--- src/rtl/hazard_sequencer.sv ---
// hazard_sequencer: ID-side hazard unit tracking EX/MEM/WB destination tags.
// Drives forwarding selects, stage enables, bubble insert and IF/ID flush.
// Ports: clk, reset (sync, active-low); id_ra/id_rb/id_rd + id_use_* read
//   fields; id_dest/id_rf_e/id_load of the ID instruction; branch_taken;
//   mem_req/mem_ready data-memory handshake. Outputs: pc_e, ifid_e,
//   ifid_flush, idex_e, exmem_e, memwb_e, cu_nop_sel, fwd_pa/pb/pd,
//   stall_count.
// Define HAZ_PERF_CNT_EN to build the saturating stall-cycle counter;
//   otherwise stall_count is tied to zero.
module hazard_sequencer #(
  parameter int STALL_CNT_W   = 16,
  parameter int NUM_REGS_LOG2 = 4
) (
  input  logic                     clk,
  input  logic                     reset,
  input  logic [NUM_REGS_LOG2-1:0] id_ra,
  input  logic [NUM_REGS_LOG2-1:0] id_rb,
  input  logic [NUM_REGS_LOG2-1:0] id_rd,
  input  logic                     id_use_ra,
  input  logic                     id_use_rb,
  input  logic                     id_use_rd,
  input  logic [NUM_REGS_LOG2-1:0] id_dest,
  input  logic                     id_rf_e,
  input  logic                     id_load,
  input  logic                     branch_taken,
  input  logic                     mem_req,
  input  logic                     mem_ready,
  output logic                     pc_e,
  output logic                     ifid_e,
  output logic                     ifid_flush,
  output logic                     idex_e,
  output logic                     exmem_e,
  output logic                     memwb_e,
  output logic                     cu_nop_sel,
  output logic [1:0]               fwd_pa,
  output logic [1:0]               fwd_pb,
  output logic [1:0]               fwd_pd,
  output logic [STALL_CNT_W-1:0]   stall_count
);

  typedef logic [NUM_REGS_LOG2-1:0] reg_t;

  typedef struct packed {
    logic v;
    logic load;
    reg_t dest;
  } tag_t;

  // Highest register index is the PC; it is never forwarded.
  localparam reg_t PC_IDX = '1;

  tag_t ex_tag;
  tag_t mem_tag;
  tag_t wb_tag;

  logic mem_wait;
  logic ld_hit;
  logic load_use;

  function automatic logic [1:0] fwd_sel(
    input reg_t r,
    input logic u,
    input tag_t ex,
    input tag_t mem,
    input tag_t wb
  );
    logic [1:0] s;
    s = 2'b00;
    if (u && (r != PC_IDX)) begin
      // Load data is not ready in EX; fall through to older stages.
      if (ex.v && !ex.load && (ex.dest == r))
        s = 2'b01;
      else if (mem.v && (mem.dest == r))
        s = 2'b10;
      else if (wb.v && (wb.dest == r))
        s = 2'b11;
    end
    return s;
  endfunction

  assign mem_wait = mem_req & ~mem_ready;

  assign ld_hit = ex_tag.v & ex_tag.load &
    ((id_use_ra & (id_ra == ex_tag.dest)) |
     (id_use_rb & (id_rb == ex_tag.dest)) |
     (id_use_rd & (id_rd == ex_tag.dest)));

  assign load_use = ld_hit & ~mem_wait;

  always_comb begin
    pc_e       = 1'b1;
    ifid_e     = 1'b1;
    ifid_flush = 1'b0;
    idex_e     = 1'b1;
    exmem_e    = 1'b1;
    memwb_e    = 1'b1;
    cu_nop_sel = 1'b0;
    priority case (1'b1)
      !reset: begin
        cu_nop_sel = 1'b1;
      end
      mem_wait: begin
        pc_e    = 1'b0;
        ifid_e  = 1'b0;
        idex_e  = 1'b0;
        exmem_e = 1'b0;
        memwb_e = 1'b0;
      end
      load_use: begin
        pc_e       = 1'b0;
        ifid_e     = 1'b0;
        cu_nop_sel = 1'b1;
      end
      branch_taken: begin
        ifid_flush = 1'b1;
      end
      default: begin
      end
    endcase
  end

  always_comb begin
    fwd_pa = 2'b00;
    fwd_pb = 2'b00;
    fwd_pd = 2'b00;
    if (reset) begin
      fwd_pa = fwd_sel(id_ra, id_use_ra,
                       ex_tag, mem_tag, wb_tag);
      fwd_pb = fwd_sel(id_rb, id_use_rb,
                       ex_tag, mem_tag, wb_tag);
      fwd_pd = fwd_sel(id_rd, id_use_rd,
                       ex_tag, mem_tag, wb_tag);
    end
  end

  always_ff @(posedge clk) begin
    if (!reset) begin
      ex_tag  <= '0;
      mem_tag <= '0;
      wb_tag  <= '0;
    end else if (!mem_wait) begin
      mem_tag <= ex_tag;
      wb_tag  <= mem_tag;
      if (load_use)
        ex_tag <= '0;
      else
        ex_tag <= tag_t'{v: id_rf_e,
                         load: id_load,
                         dest: id_dest};
    end
  end

`ifdef HAZ_PERF_CNT_EN
  logic [STALL_CNT_W-1:0] cnt_q;

  always_ff @(posedge clk) begin
    if (!reset)
      cnt_q <= '0;
    else if ((mem_wait | load_use) && (cnt_q != '1))
      cnt_q <= cnt_q + STALL_CNT_W'(1);
  end

  assign stall_count = cnt_q;
`else
  assign stall_count = '0;
`endif

endmodule

--- config.mk ---
export PLATFORM = sky130hd
export DESIGN_NAME = hazard_sequencer
export DESIGN_NICKNAME = d
export VERILOG_FILES = /design/src/rtl/hazard_sequencer.sv
export SDC_FILE = /design/constraint.sdc
export NUM_CORES = 1
export LEC_CHECK = 0
export CORE_ASPECT_RATIO = 1.4
export CORE_MARGIN = 2
export CORE_UTILIZATION = 37
export CTS_CLUSTER_SIZE = 10
export DETAILED_ROUTE_END_ITERATION = 8
export PLACE_DENSITY_LB_ADDON = 0.25
export SETUP_SLACK_MARGIN = 0.2
export SLEW_MARGIN = 0
export SYNTH_ARGS = -nofsm -noshare
export SYNTH_HDL_FRONTEND = slang
export SYNTH_SLANG_ARGS = --single-unit
--- constraint.sdc ---
create_clock -name clk -period 2.4 [get_ports clk]
set_input_delay 0.48 -clock clk [delete_from_list [all_inputs] [get_ports clk]]
set_output_delay 0.48 -clock clk [all_outputs]
set_load 0.02 [all_outputs]
==> results of run 1 <==
[synth_stat cells, types with 2 or more instances]
cell type | instances | share of area, %
nand2_1 | 26 | 7.0
xnor2_1 | 14 | 8.8
nor3_1 | 7 | 2.5
a21oi_1 | 3 | 1.1
nor2b_1 | 5 | 2.2
buf_4 | 19 | 10
o21ai_1 | 4 | 1.4
dfxtp_1 | 16 | 23
nand4_1 | 11 | 4.9
nor2_1 | 5 | 1.3
xor2_1 | 22 | 14
a21boi_0 | 10 | 5.4
o21ai_0 | 3 | 1.1
clkbuf_1 | 12 | 3.2
nand2b_1 | 2 | 0.90
nor4_1 | 3 | 1.3
nand3_1 | 14 | 5.0
[through the flow]
step,util [%],power [uW],setup WS [ns],cell area [sq um]
floorplan,-,444,0.227,1450
global placement,51.5,526,-0.580,1880
detailed placement,51.5,527,-0.590,1880
CTS,54.1,729,0.125,1970
global route,57.5,790,0.0936,2090
finish,57.5,752,0.218,2090
[routing by layer]
layer	global-route usage (%)	share of wire, %
met1	21.3	43
met2	30.7	50
met3	2.21	4.4
met4	6.43	2.6
met5	0	0
[worst paths after layout]
| path | cells after the start | end | slack, ns | from |
|---|---|---|---|---|
| min | 2 | wb_tag[2] | 0.51 | wb_tag[2] |
| max | 7 | ifid_e | 0.22 | ex_tag[0] |
| max reg2reg | 8 | ex_tag[1] | 0.72 | ex_tag[0] |
| min reg2reg | 2 | wb_tag[2] | 0.51 | wb_tag[2] |
[worst max-delay path, cell delays in order, from the launching register on]
cell and delay [ns]:
dfxtp_4 0.36, buf_6 0.13, xnor2_2 0.12, nand4_1 0.24, o22ai_4 0.23, buf_6 0.16
o21ai_4 0.07, buf_6 0.13
[repair_timing]
| action | CTS | global route |
|---|---|---|
| pin swaps | 15 | 17 |
| gates resized for setup | 102 | 48 |
| buffers inserted | 4 | 3 |
| hold buffers | 0 | 0 |
| endpoints found under the setup margin | 13 | 10 |
[sequential cells by signal, indices dropped and copies added (netlist names)]
register,flops
ex_tag,6
mem_tag,5
wb_tag,5
[cells by family (layout without fill, tap and decap cells)]
| logic type | Yosys count | in the layout | share of synthesized area [%] |
|---|---|---|---|
| AO/OA/AOI/OAI | 22 | 22 | 11.1 |
| XOR/XNOR | 36 | 36 | 22.6 |
| buffers and inverters | 34 | 73 | 14.9 |
| flip-flops | 16 | 16 | 23.0 |
| other | 1 | 16 | 0.269 |
| AND/OR/NAND/NOR | 76 | 76 | 28.1 |
[area by class of cell]
| cell class | instances | share of cell area [%] |
|---|---|---|
| multi-input cells | 150 | 51.0 |
| well taps | 42 | 2.51 |
| clock buffers | 3 | 1.97 |
| flip-flops and latches | 16 | 16.1 |
| repair buffers | 70 | 28.5 |
[power breakdown]
| part | internal (uW) | switching (uW) | total, uW | leakage (uW) |
|---|---|---|---|---|
| clock network | 111 | 89.8 | 201 | 0.0000216 |
| logic | 123 | 130 | 253 | 0.000724 |
| registers | 278 | 20.0 | 298 | 0.000135 |
| total | 512 | 240 | 752 | 0.000880 |
==> summary.txt, run 1 <==
Hold path
  – Worst min path class: flip-flop to flip-flop

Yosys
  – Flops & latches, synth: 16
  – Prevailing post-synth register cell: dfxtp_1
  – Synth Instances: 185
  – Ys Warns: 0
  – Async SR Flop Fraction: 0%
  – Seq/Total Area, Yosys: 23.0%
  – Synth Cell Area: 0.00139 sq mm
  – Syn_area_per_cell: 7.53 sq um
  – Count of different cell masters after synthesis: 26
  – Post-synth EDFFs: 0

GRT
  – GRT Util Overall: 17.4%
  – Vias in the first global route: 1,270
  – GRT overflow: 0
  – First-pass GRT wire length: 5930 um
  – Pin count of the biggest net entering global routing: 17
  – Initial antenna violation count: 0

Routing
  – Vias per std cell: 4.95
  – DRC Markers: 0
  – DRT Pass-1 Iters: 4
  – Final wirelength: 3760 um
  – Vias: 1,391
  – Routed Antenna Nets: 0
  – DR iter-0 viols: 21
  – WL per Instance: 13.4 um

Cells and area
  – Commonest non-fill, non-tap cells in the layout: buf_4, nand2_1, xor2_1
  – Layout cells sized above 1: 37.7%
  – FILL cells: 343
  – NumNets Final: 267
  – Area of the multi-input gates: 0.00107 sq mm
  – Area delta synth->final: 50.3%
  – Commonest non-fill, non-tap cell in the layout: buf_4
  – Inserted Diodes: 0
  – Non-filler cells, final: 281
  – Register Area: 337 sq um

Critical path
  – Kind of critical path: flip-flop to output port
  – Req. time, crit path: 1.92 ns
  – CP endpoint kind: output port
  – WP data arrival: 1.70 ns
  – Crit path max fanout: 3
  – CP startpoint kind: flip-flop

Clock network
  – CTS buffer count: 3
  – Clk slew on worst S/H paths: 0.06 ns
  – Htree depth: 1
  – CTS max path bufs: 2
  – Clk_lat worst skew: 0.25 ns
  – Sink Count: 16
  – CTS tree: built
  – Cell chosen for the clock root: clkbuf_8

Place
  – Dpl hpwl: 2800 um
  – Gp weighted congestion: 0.817
  – Dpl cells: 271
  – Port Buffers: 38

Timing
  – Post-Route Setup TNS: 0 ns
  – RSZ-0062 raised after global routing: yes
  – Final worst path period share: 90.9%
  – Final setup viols: 0
  – Endpoints failing hold: 0
  – Hold_ws: 0.505 ns
  – Fmax: 0.458 GHz
  – Setup Skew: 0.00357 ns
  – Fin crit period: 2.18 ns
  – Final slew viol count: 0

Die
  – Core area: 0.00364 sq mm
  – Number of I/O pins: 55
  – Initial core utilization: 38.2%
  – Chip width: 55.9 um
  – Total die area: 0.00428 sq mm
  – Die Y-Extent: 76.6 um
  – Rows: 26

Run status
  – Status: finished clean

Power
  – Peak VDD IR: 0.243 mV
  – Power Density: 359 mW/mm^2
  – Pleak: 0.000880 uW

Job
  – Max-cap violations: 0
No activity file was read; power rests on OpenSTA's default activity.
==> inputs of run 2 (changes only) <==
Settings changed: CAP_MARGIN set to 5, CORE_MARGIN 2 to 1.5.
==> summary.txt, run 2 (synthesis results as in run 1) <==
Run status
  – Status: finished clean

Place
  – Dpl cells: 270 (-0.37%)
  – Gp weighted congestion: 0.817 (unchanged)
  – Pre-CTS setup slack: -0.643 ns (-0.0532 ns)
  – Dpl hpwl: 2850 um (+1.7%)
  – Port Buffers: 38 (unchanged)

Critical path
  – Req. time, crit path: 1.92 ns (about the same)
  – Worst reg2reg setup slack: 0.76 ns (+0.04 ns)
  – Buf/Inv on CP: 3 (unchanged)
  – R2R Path End: ex_tag[1]
  – CP cell instances: buf_4 -> xnor2_2 -> nand4_1 -> o22ai_4 -> buf_6 -> nor2b_4 -> o21ai_2 -> buf_6
  – WP data arrival: 1.80 ns (+0.10 ns)
  – Crit path max fanout: 3 (unchanged)
  – R2r worst-path depth: 8 (unchanged)
  – Slowest CP cell: dfxtp_2
  – Maximum single-stage delay on the critical path: 0.33 ns (-0.03 ns)
  – CP endpoint kind: output port
  – Top delay family on crit path: buffers and inverters
  – Worst reg2reg path startpoint: ex_tag[1]
  – Kind of critical path: flip-flop to output port
  – Critical Path Most Common Cell: buf_6
  – CP startpoint kind: flip-flop

Cells and area
  – Post-layout util: 56.8% (-0.66 points)
  – Commonest non-fill, non-tap cells in the layout: buf_4, nand2_1, xor2_1
  – Register Area: 339 sq um (+0.74%)
  – Regs by FF count: ex_tag: 6 flops, mem_tag: 5 flops, wb_tag: 5 flops
  – NumNets Final: 266 (-0.37%)
  – Register with the most flip-flops: ex_tag
  – Area of the multi-input gates: 0.00103 sq mm (-3.3%)
  – Max reg flops: 6 (unchanged)
  – Non-filler cells, final: 280 (-0.36%)
  – Area delta synth->final: 47.3%
  – Inserted Diodes: 0 (unchanged)
  – Layout cells sized above 1: 36.6% (-1.1 points)
  – Commonest non-fill, non-tap cell in the layout: buf_4
  – FILL cells: 345 (+0.58%)

Timing
  – Endpoints failing hold: 0 (unchanged)
  – Fin crit period: 2.28 ns (+0.0937 ns)
  – Setup Skew: 0.00238 ns (-0.00119 ns)
  – Final worst slack: 0.124 ns (-0.0937 ns)
  – Fmax: 0.439 GHz (-4.1%)
  – RSZ-0062 raised after global routing: yes
  – Post-Route Setup TNS: 0 ns (unchanged)
  – Final worst path period share: 94.8% (+3.9 points)
  – Final slew viol count: 0 (unchanged)
  – Final setup viols: 0 (unchanged)

Job
  – Max-cap violations: 0 (unchanged)

GRT
  – Initial antenna violation count: 0 (unchanged)
  – GRT overflow: 0 (unchanged)
  – First-pass GRT wire length: 5910 um (-0.47%)
  – GRT Util Overall: 20.1% (+2.6 points)
  – GR peak layer: met2
  – Vias in the first global route: 1,250 (-1.6%)
  – Met1 usage in global routing: 24.0% (+2.7 points)
  – Met3 Use GR: 1.76% (-0.44 points)
  – M2 GR Usage: 34.5% (+3.8 points)
  – Pin count of the biggest net entering global routing: 17 (unchanged)

Die
  – Number of I/O pins: 55 (unchanged)
  – Initial core utilization: 38.6% (+0.34 points)
  – Die Y-Extent: 75.6 um (-1.3%)
  – Chip width: 54.9 um (-1.8%)
  – Core area: 0.00361 sq mm (-0.89%)
  – Rows: 26 (unchanged)
  – Total die area: 0.00415 sq mm (-3.1%)

Clock network
  – CTS tree: built
  – Clk_lat worst skew: 0.25 ns (about the same)
  – Clk slew on worst S/H paths: 0.06 ns (about the same)
  – Sink Count: 16 (unchanged)
  – CTS buffer count: 3 (unchanged)
  – CTS max path bufs: 2 (unchanged)
  – Hold_buf cts: 0 (unchanged)
  – Cell chosen for the clock root: clkbuf_8
  – Htree depth: 1 (unchanged)

Power
  – NetSw: 232 uW (-3.1%)
  – Combinational group share of total power: 32.3% (-1.3 points)
  – Tot Pwr: 736 uW (-2.2%)
  – Pleak: 0.000871 uW (-0.96%)
  – Sw Ratio: 31.6% (-0.30 points)
  – Peak VDD IR: 0.247 mV (+1.9%)
  – Clock share of power: 27.0% (+0.3 points)
  – Seq pwr share: 40.7% (+1.1 points)
  – P_int: 503 uW (-1.8%)
  – Power Density: 359 mW/mm^2 (-0.16%)

Hold path
  – Hold path endpoint: mem_tag[0]
  – Min-Delay Path Depth: 2 (unchanged)
  – Hold path startpoint: mem_tag[0]
  – Worst min path class: flip-flop to flip-flop

Routing
  – Vias per std cell: 4.93 (-0.51%)
  – Vias: 1,379 (-0.86%)
  – WL per Instance: 13.6 um (+1.9%)
  – DRT Pass-1 Iters: 4 (unchanged)
  – Routed Antenna Nets: 0 (unchanged)
  – DRC Markers: 0 (unchanged)
  – Final wirelength: 3820 um (+1.5%)
  – DR iter-0 viols: 12 (-43%)
run 2: cell types whose count changed in the layout (fill, tap and decap cells not counted), sizes merged:
cell,previous run,this run
dlymetal6s2s,0,1
clkdlybuf4s50,13,12
dlygate4sd2,3,4
clkdlybuf4s15,0,3
buf,50,49
clkbuf,7,3
run 2: what timing repair did:
item                                    4_1_cts  5_1_grt
endpoints found under the setup margin       13       12
pin swaps                                    13       15
setup buffers                                 4        3
gates resized for setup                     105       35
run 2: worst max path at each step:
stage	slack, ns	depth (start not counted)	startpoint	to
after floorplan	0.23	5	mem_ready	ifid_flush
after global placement	-0.61	7	id_ra[0]	cu_nop_sel
after detailed placement	-0.64	7	id_ra[0]	cu_nop_sel
after CTS	0.1	8	id_ra[1]	cu_nop_sel
after global routing	0.04	8	ex_tag[1]	cu_nop_sel
final	0.12	8	ex_tag[1]	cu_nop_sel
run 2: power by group through the flow:
stage	Combinational [uW]	Clock, uW	Sequential [uW]
after detailed placement	217	0	306
final	237	199	300
after floorplan	152	0	291
after global routing	259	214	302
after CTS	221	202	300
after global placement	215	0	305
run 2: final cells by class:
| type | count | share of cell area (%) |
|---|---|---|
| multi-input combinational | 150 | 50.3 |
| tap | 42 | 2.56 |
| clock buffer | 3 | 2.01 |
| sequential | 16 | 16.5 |
| timing repair buffer | 69 | 28.6 |
run 2: per-stage QoR:
stage               area (sq um)  hold WS [ns]
finish                      2050         0.500
global route                2050         0.530
CTS                         1940         0.504
detailed placement          1860         0.495
global placement            1860         0.487
floorplan                   1450         0.468
run 2: worst min-delay path, cell delays in order, from the launching register on:
cell and delay, ns:
dfxtp_1 0.33, nand2_1 0.06, a21boi_0 0.06
run 2: routing by layer:
metal	share of wire [%]	vias up
li1	-	696
met1	41	624
met4	2.9	0
met5	0	-
met3	4.9	8
met2	51	51
==> edit 1: new RTL, flow settings as in run 1 <==
`NUM_REGS_LOG2`: 4 -> 3.
--- a/src/rtl/hazard_sequencer.sv
+++ b/src/rtl/hazard_sequencer.sv
@@ -9,7 +9,7 @@
 //   otherwise stall_count is tied to zero.
 module hazard_sequencer #(
   parameter int STALL_CNT_W   = 16,
-  parameter int NUM_REGS_LOG2 = 4
+  parameter int NUM_REGS_LOG2 = 3
 ) (
   input  logic                     clk,
   input  logic                     reset,
Ports: changed (resized id_dest, id_ra, id_rb and id_rd); port bits go from 55 to 51. The function was not compared with the original's and may differ.
==> edit 1 against run 1 <==
- core utilization decreased by 3.7 points
- register-to-register slack improved by 110 ps
- power decreased by 1.4%
- setup slack got worse by 31 ps
- cell area decreased by 14%
- global-route usage increased by 1.2 points
- largest power group is now combinational logic
- synthesized area decreased by 7.1%
- sequential cell count decreased by 3
- routed wire length decreased by 11%
==> edit 1: results (changes against run 1) <==
<table>
<tr><th>Metric</th><th>Value</th></tr>
<tr><th colspan="2">Global route</th></tr>
<tr><td>Wire length of the first global-routing pass</td><td>5440 um (-8.4%)</td></tr>
<tr><td>GRT met2 Usage</td><td>0.333 (+0.0262)</td></tr>
<tr><th colspan="2">Clock tree</th></tr>
<tr><td>Count of cells resized by post-cts repair</td><td>60 (-41%)</td></tr>
<tr><td>Post-CTS Setup Repair Bufs</td><td>7 (+3)</td></tr>
<tr><th colspan="2">Yosys</th></tr>
<tr><td>Ranking of synthesized cells by area</td><td>sky130_fd_sc_hd__dfxtp_1 (20%), sky130_fd_sc_hd__xnor2_1 (12%), sky130_fd_sc_hd__xnor2_2 (11%)</td></tr>
<tr><td>Parity-gate share of the synthesized area counting xor and xnor cells</td><td>0.235 (+0.00859)</td></tr>
<tr><td>Portion of the post-synthesis area used by sequential elements</td><td>0.201 (-0.0288)</td></tr>
<tr><td>Most used standard cells in the synthesized netlist</td><td>sky130_fd_sc_hd__nand2_1 (21), sky130_fd_sc_hd__buf_4 (19), sky130_fd_sc_hd__xnor2_1 (18)</td></tr>
<tr><td>Mapped Avg Cell Area</td><td>8.40 um2 (+12%)</td></tr>
<tr><td>Count of different cell masters after synthesis</td><td>25 (-3.8%)</td></tr>
<tr><th colspan="2">Critical path</th></tr>
<tr><td>Slowest cell on the critical path</td><td>sky130_fd_sc_hd__dlygate4sd2_1</td></tr>
<tr><td>Crit-path max cell delay</td><td>260 ps (-100 ps)</td></tr>
<tr><td>Worst path arrival time</td><td>1730 ps (+30 ps)</td></tr>
<tr><td>Worst setup path startpoint</td><td>id_ra[0]</td></tr>
<tr><th colspan="2">Timing</th></tr>
<tr><td>Clock skew after layout</td><td>0.750 ps (-2.82 ps)</td></tr>
<tr><th colspan="2">Power and ir drop</th></tr>
<tr><td>Leakage Power</td><td>0.740 nW (-16%)</td></tr>
<tr><td>Worst VDD drop</td><td>0.000368 V (+51%)</td></tr>
<tr><th colspan="2">Placement</th></tr>
<tr><td>Placer congestion estimate</td><td>0.826 (+1.1%)</td></tr>
<tr><td>Post-place setup slack</td><td>-525 ps (+65.2 ps)</td></tr>
<tr><td>Number of port buffers</td><td>34 (-11%)</td></tr>
<tr><td>Total placed instance area</td><td>0.00167 mm2 (-11%)</td></tr>
<tr><td>Placed cells</td><td>227 (-16%)</td></tr>
<tr><th colspan="2">Detailed routing</th></tr>
<tr><td>Met2 wire length</td><td>1800 um (-4.4%)</td></tr>
<tr><td>Total length of routed met3 wires</td><td>169 um (+1.8%)</td></tr>
<tr><th colspan="2">Layout</th></tr>
<tr><td>Count of non-filler cells in the finished layout</td><td>242 (-14%)</td></tr>
<tr><td>Regs by FF count</td><td>ex_tag: 5 flops, mem_tag: 4 flops, wb_tag: 4 flops</td></tr>
<tr><th colspan="2">Outcome</th></tr>
<tr><td>Outcome</td><td>finished, final reports clean</td></tr>
</table>
## edit 1: cell types whose count changed after synthesis, moves of 4 or more
cell | run 1 | this run
sky130_fd_sc_hd__a21oi_1 | 3 | 9
sky130_fd_sc_hd__nand2_1 | 26 | 21
sky130_fd_sc_hd__nand2b_1 | 2 | 6
sky130_fd_sc_hd__clkbuf_1 | 12 | 6
sky130_fd_sc_hd__nor3_1 | 7 | 0
sky130_fd_sc_hd__nand3_1 | 14 | 7
sky130_fd_sc_hd__xnor2_1 | 14 | 18
sky130_fd_sc_hd__xor2_1 | 22 | 0
sky130_fd_sc_hd__xnor2_2 | 0 | 9
sky130_fd_sc_hd__o21ai_1 | 4 | 0
sky130_fd_sc_hd__nor2_1 | 5 | 1
## edit 1: cell type report
cell class / count / area [um2] / share of cell area
sequential: 13 / 260 / 0.145
multi-input combinational: 126 / 922 / 0.513
timing repair buffer: 59 / 522 / 0.290
tap: 40 / 50.0 / 0.0278
clock buffer: 4 / 45.0 / 0.0250
## edit 1: power by group through the flow
stage | Sequential, mW | Combinational (mW) | Clock (mW)
2_1_floorplan | 0.243 | 0.200 | 0
3_3_place_gp | 0.254 | 0.267 | 0
3_5_place_dp | 0.254 | 0.275 | 0
4_1_cts | 0.249 | 0.284 | 0.199
5_1_grt | 0.252 | 0.320 | 0.216
6_report | 0.250 | 0.298 | 0.193
## edit 1: tightest hold or removal path, delay by kind of cell (launching register included)
family          cells  cell delay, ps
compound gates      1              70
flops               1             340
simple gates        1              70
## edit 1: worst paths after layout
check                                          endpoint  slack (ps)  cells after the start
worst max-delay path                         cu_nop_sel         190                      6
worst min-delay path            mem_tag[4]$_SDFFE_PN0N_         530                      2
worst max register to register   ex_tag[4]$_SDFFE_PN0N_         830                      8
worst min register to register  mem_tag[4]$_SDFFE_PN0N_         530                      2
==> edit 2: new RTL, flow settings as in run 1 <==
Without the edit above. The option `HAZ_PERF_CNT_EN` is turned on by a define.
--- a/src/rtl/hazard_sequencer.sv
+++ b/src/rtl/hazard_sequencer.sv
@@ -7,6 +7,8 @@
 //   stall_count.
 // Define HAZ_PERF_CNT_EN to build the saturating stall-cycle counter;
 //   otherwise stall_count is tied to zero.
+`define HAZ_PERF_CNT_EN
+
 module hazard_sequencer #(
   parameter int STALL_CNT_W   = 16,
   parameter int NUM_REGS_LOG2 = 4
Check against the original RTL: not equivalent (a bounded check fails within 4 cycles, from zero or initial values and one cycle with reset low).
==> edit 2 against run 1 <==
- sequential cell count up 16
- synthesized area up 44%
- critical endpoint is now ifid_flush
- first-iteration DRC count rose to 3.7 times the old value
- cell area up 44%
- sequential share of layout area up 5.7 points
- setup slack worse by 170 ps
- critical path depth up 1
- clock power up 120%
- routed wire length up 50%
- combinational power up 5%
- power up 70%
- core utilization up 0.56 points
- clock skew up 2.3 ps
- via count up 42%
==> edit 2: results (changes against run 1) <==
<table>
<tr><th>Metric</th><th>Value</th></tr>
<tr><th colspan="2">Outcome</th></tr>
<tr><td>Outcome</td><td>finished, final reports clean</td></tr>
<tr><th colspan="2">Detailed routing</th></tr>
<tr><td>Total Routed Length</td><td>5660 um (+50%)</td></tr>
<tr><td>Average vias per placed instance</td><td>5.03 (+1.6%)</td></tr>
<tr><td>Drt first-iter violations</td><td>78 (+270%)</td></tr>
<tr><th colspan="2">Timing</th></tr>
<tr><td>Final clock period utilization by the worst path</td><td>0.981 (+0.0716)</td></tr>
<tr><td>WHS</td><td>498 ps (-7.44 ps)</td></tr>
<tr><th colspan="2">Yosys</th></tr>
<tr><td>Portion of the post-synthesis area used by sequential elements</td><td>0.318 (+0.0884)</td></tr>
<tr><td>Parity-gate share of the synthesized area counting xor and xnor cells</td><td>0.200 (-0.0262)</td></tr>
<tr><td>Most used standard cells in the synthesized netlist</td><td>sky130_fd_sc_hd__nand2_1 (37), sky130_fd_sc_hd__dfxtp_1 (32), sky130_fd_sc_hd__xnor2_1 (23), sky130_fd_sc_hd__xor2_1 (23), sky130_fd_sc_hd__nand3_1 (15)</td></tr>
<tr><td>Post-synthesis adder-cell area fraction</td><td>0.00622 (+0.00622)</td></tr>
<tr><td>Mapped Avg Cell Area</td><td>8.18 um2 (+8.6%)</td></tr>
<tr><td>Multiplexer fraction of the synthesized cell area</td><td>0.0249 (+0.0249)</td></tr>
<tr><td>Count of different cell masters after synthesis</td><td>34 (+31%)</td></tr>
<tr><td>Post-synthesis compound-gate area fraction</td><td>0.0896 (-0.0210)</td></tr>
<tr><th colspan="2">Power and ir drop</th></tr>
<tr><td>Power in the clock group</td><td>0.447 mW (+120%)</td></tr>
<tr><td>Combinational fraction of design power</td><td>0.207 (-0.129)</td></tr>
<tr><td>Sequential power share</td><td>0.444 (+0.048)</td></tr>
<tr><td>Worst VDD drop</td><td>0.000340 V (+40%)</td></tr>
<tr><th colspan="2">Global route</th></tr>
<tr><td>Gr usage total</td><td>0.190 (+0.0157)</td></tr>
<tr><td>Global-route met3 utilization</td><td>0.0335 (+0.0114)</td></tr>
<tr><th colspan="2">Floorplan</th></tr>
<tr><td>Row cnt</td><td>31 (+19%)</td></tr>
<tr><th colspan="2">Clock tree</th></tr>
<tr><td>Total clock buffers created by CTS</td><td>5 (+2)</td></tr>
<tr><th colspan="2">Layout</th></tr>
<tr><td>Max FFs per register</td><td>16 (+10)</td></tr>
<tr><td>Fill cell instance count of the final layout</td><td>488 (+42%)</td></tr>
<tr><th colspan="2">Critical path</th></tr>
<tr><td>Capturing instance or port of the critical path</td><td>ifid_flush</td></tr>
<tr><td>Kind of cell with the highest combined delay on the critical path</td><td>compound AO/OA/AOI/OAI gates</td></tr>
<tr><th colspan="2">Placement</th></tr>
<tr><td>Number of port buffers</td><td>54 (+42%)</td></tr>
<tr><td>Total placed instance area</td><td>0.00281 mm2 (+49%)</td></tr>
<tr><td>Placed cells</td><td>382 (+41%)</td></tr>
</table>
[edit 2: cell types whose count changed after synthesis, moves of 3 or more]
cell / change
sky130_fd_sc_hd__and2_1: +12
sky130_fd_sc_hd__buf_4: -15
sky130_fd_sc_hd__and3_1: +7
sky130_fd_sc_hd__dfxtp_1: +16
sky130_fd_sc_hd__nand2b_1: +5
sky130_fd_sc_hd__and4_1: +3
sky130_fd_sc_hd__clkbuf_2: +3
sky130_fd_sc_hd__xnor2_1: +9
sky130_fd_sc_hd__nand2_1: +11
sky130_fd_sc_hd__o21ai_1: -4
sky130_fd_sc_hd__a22o_1: +6
sky130_fd_sc_hd__mux2i_1: +5
sky130_fd_sc_hd__inv_1: +3
[edit 2: area by class of cell]
type,instances,area [um2],area share
Tap cell,66,82.6,0.0274
Inverter,3,11.3,0.00373
Sequential cell,32,658,0.218
Multi-Input combinational cell,190,1360,0.450
Clock buffer,7,96.3,0.0320
Timing Repair Buffer,96,810,0.268
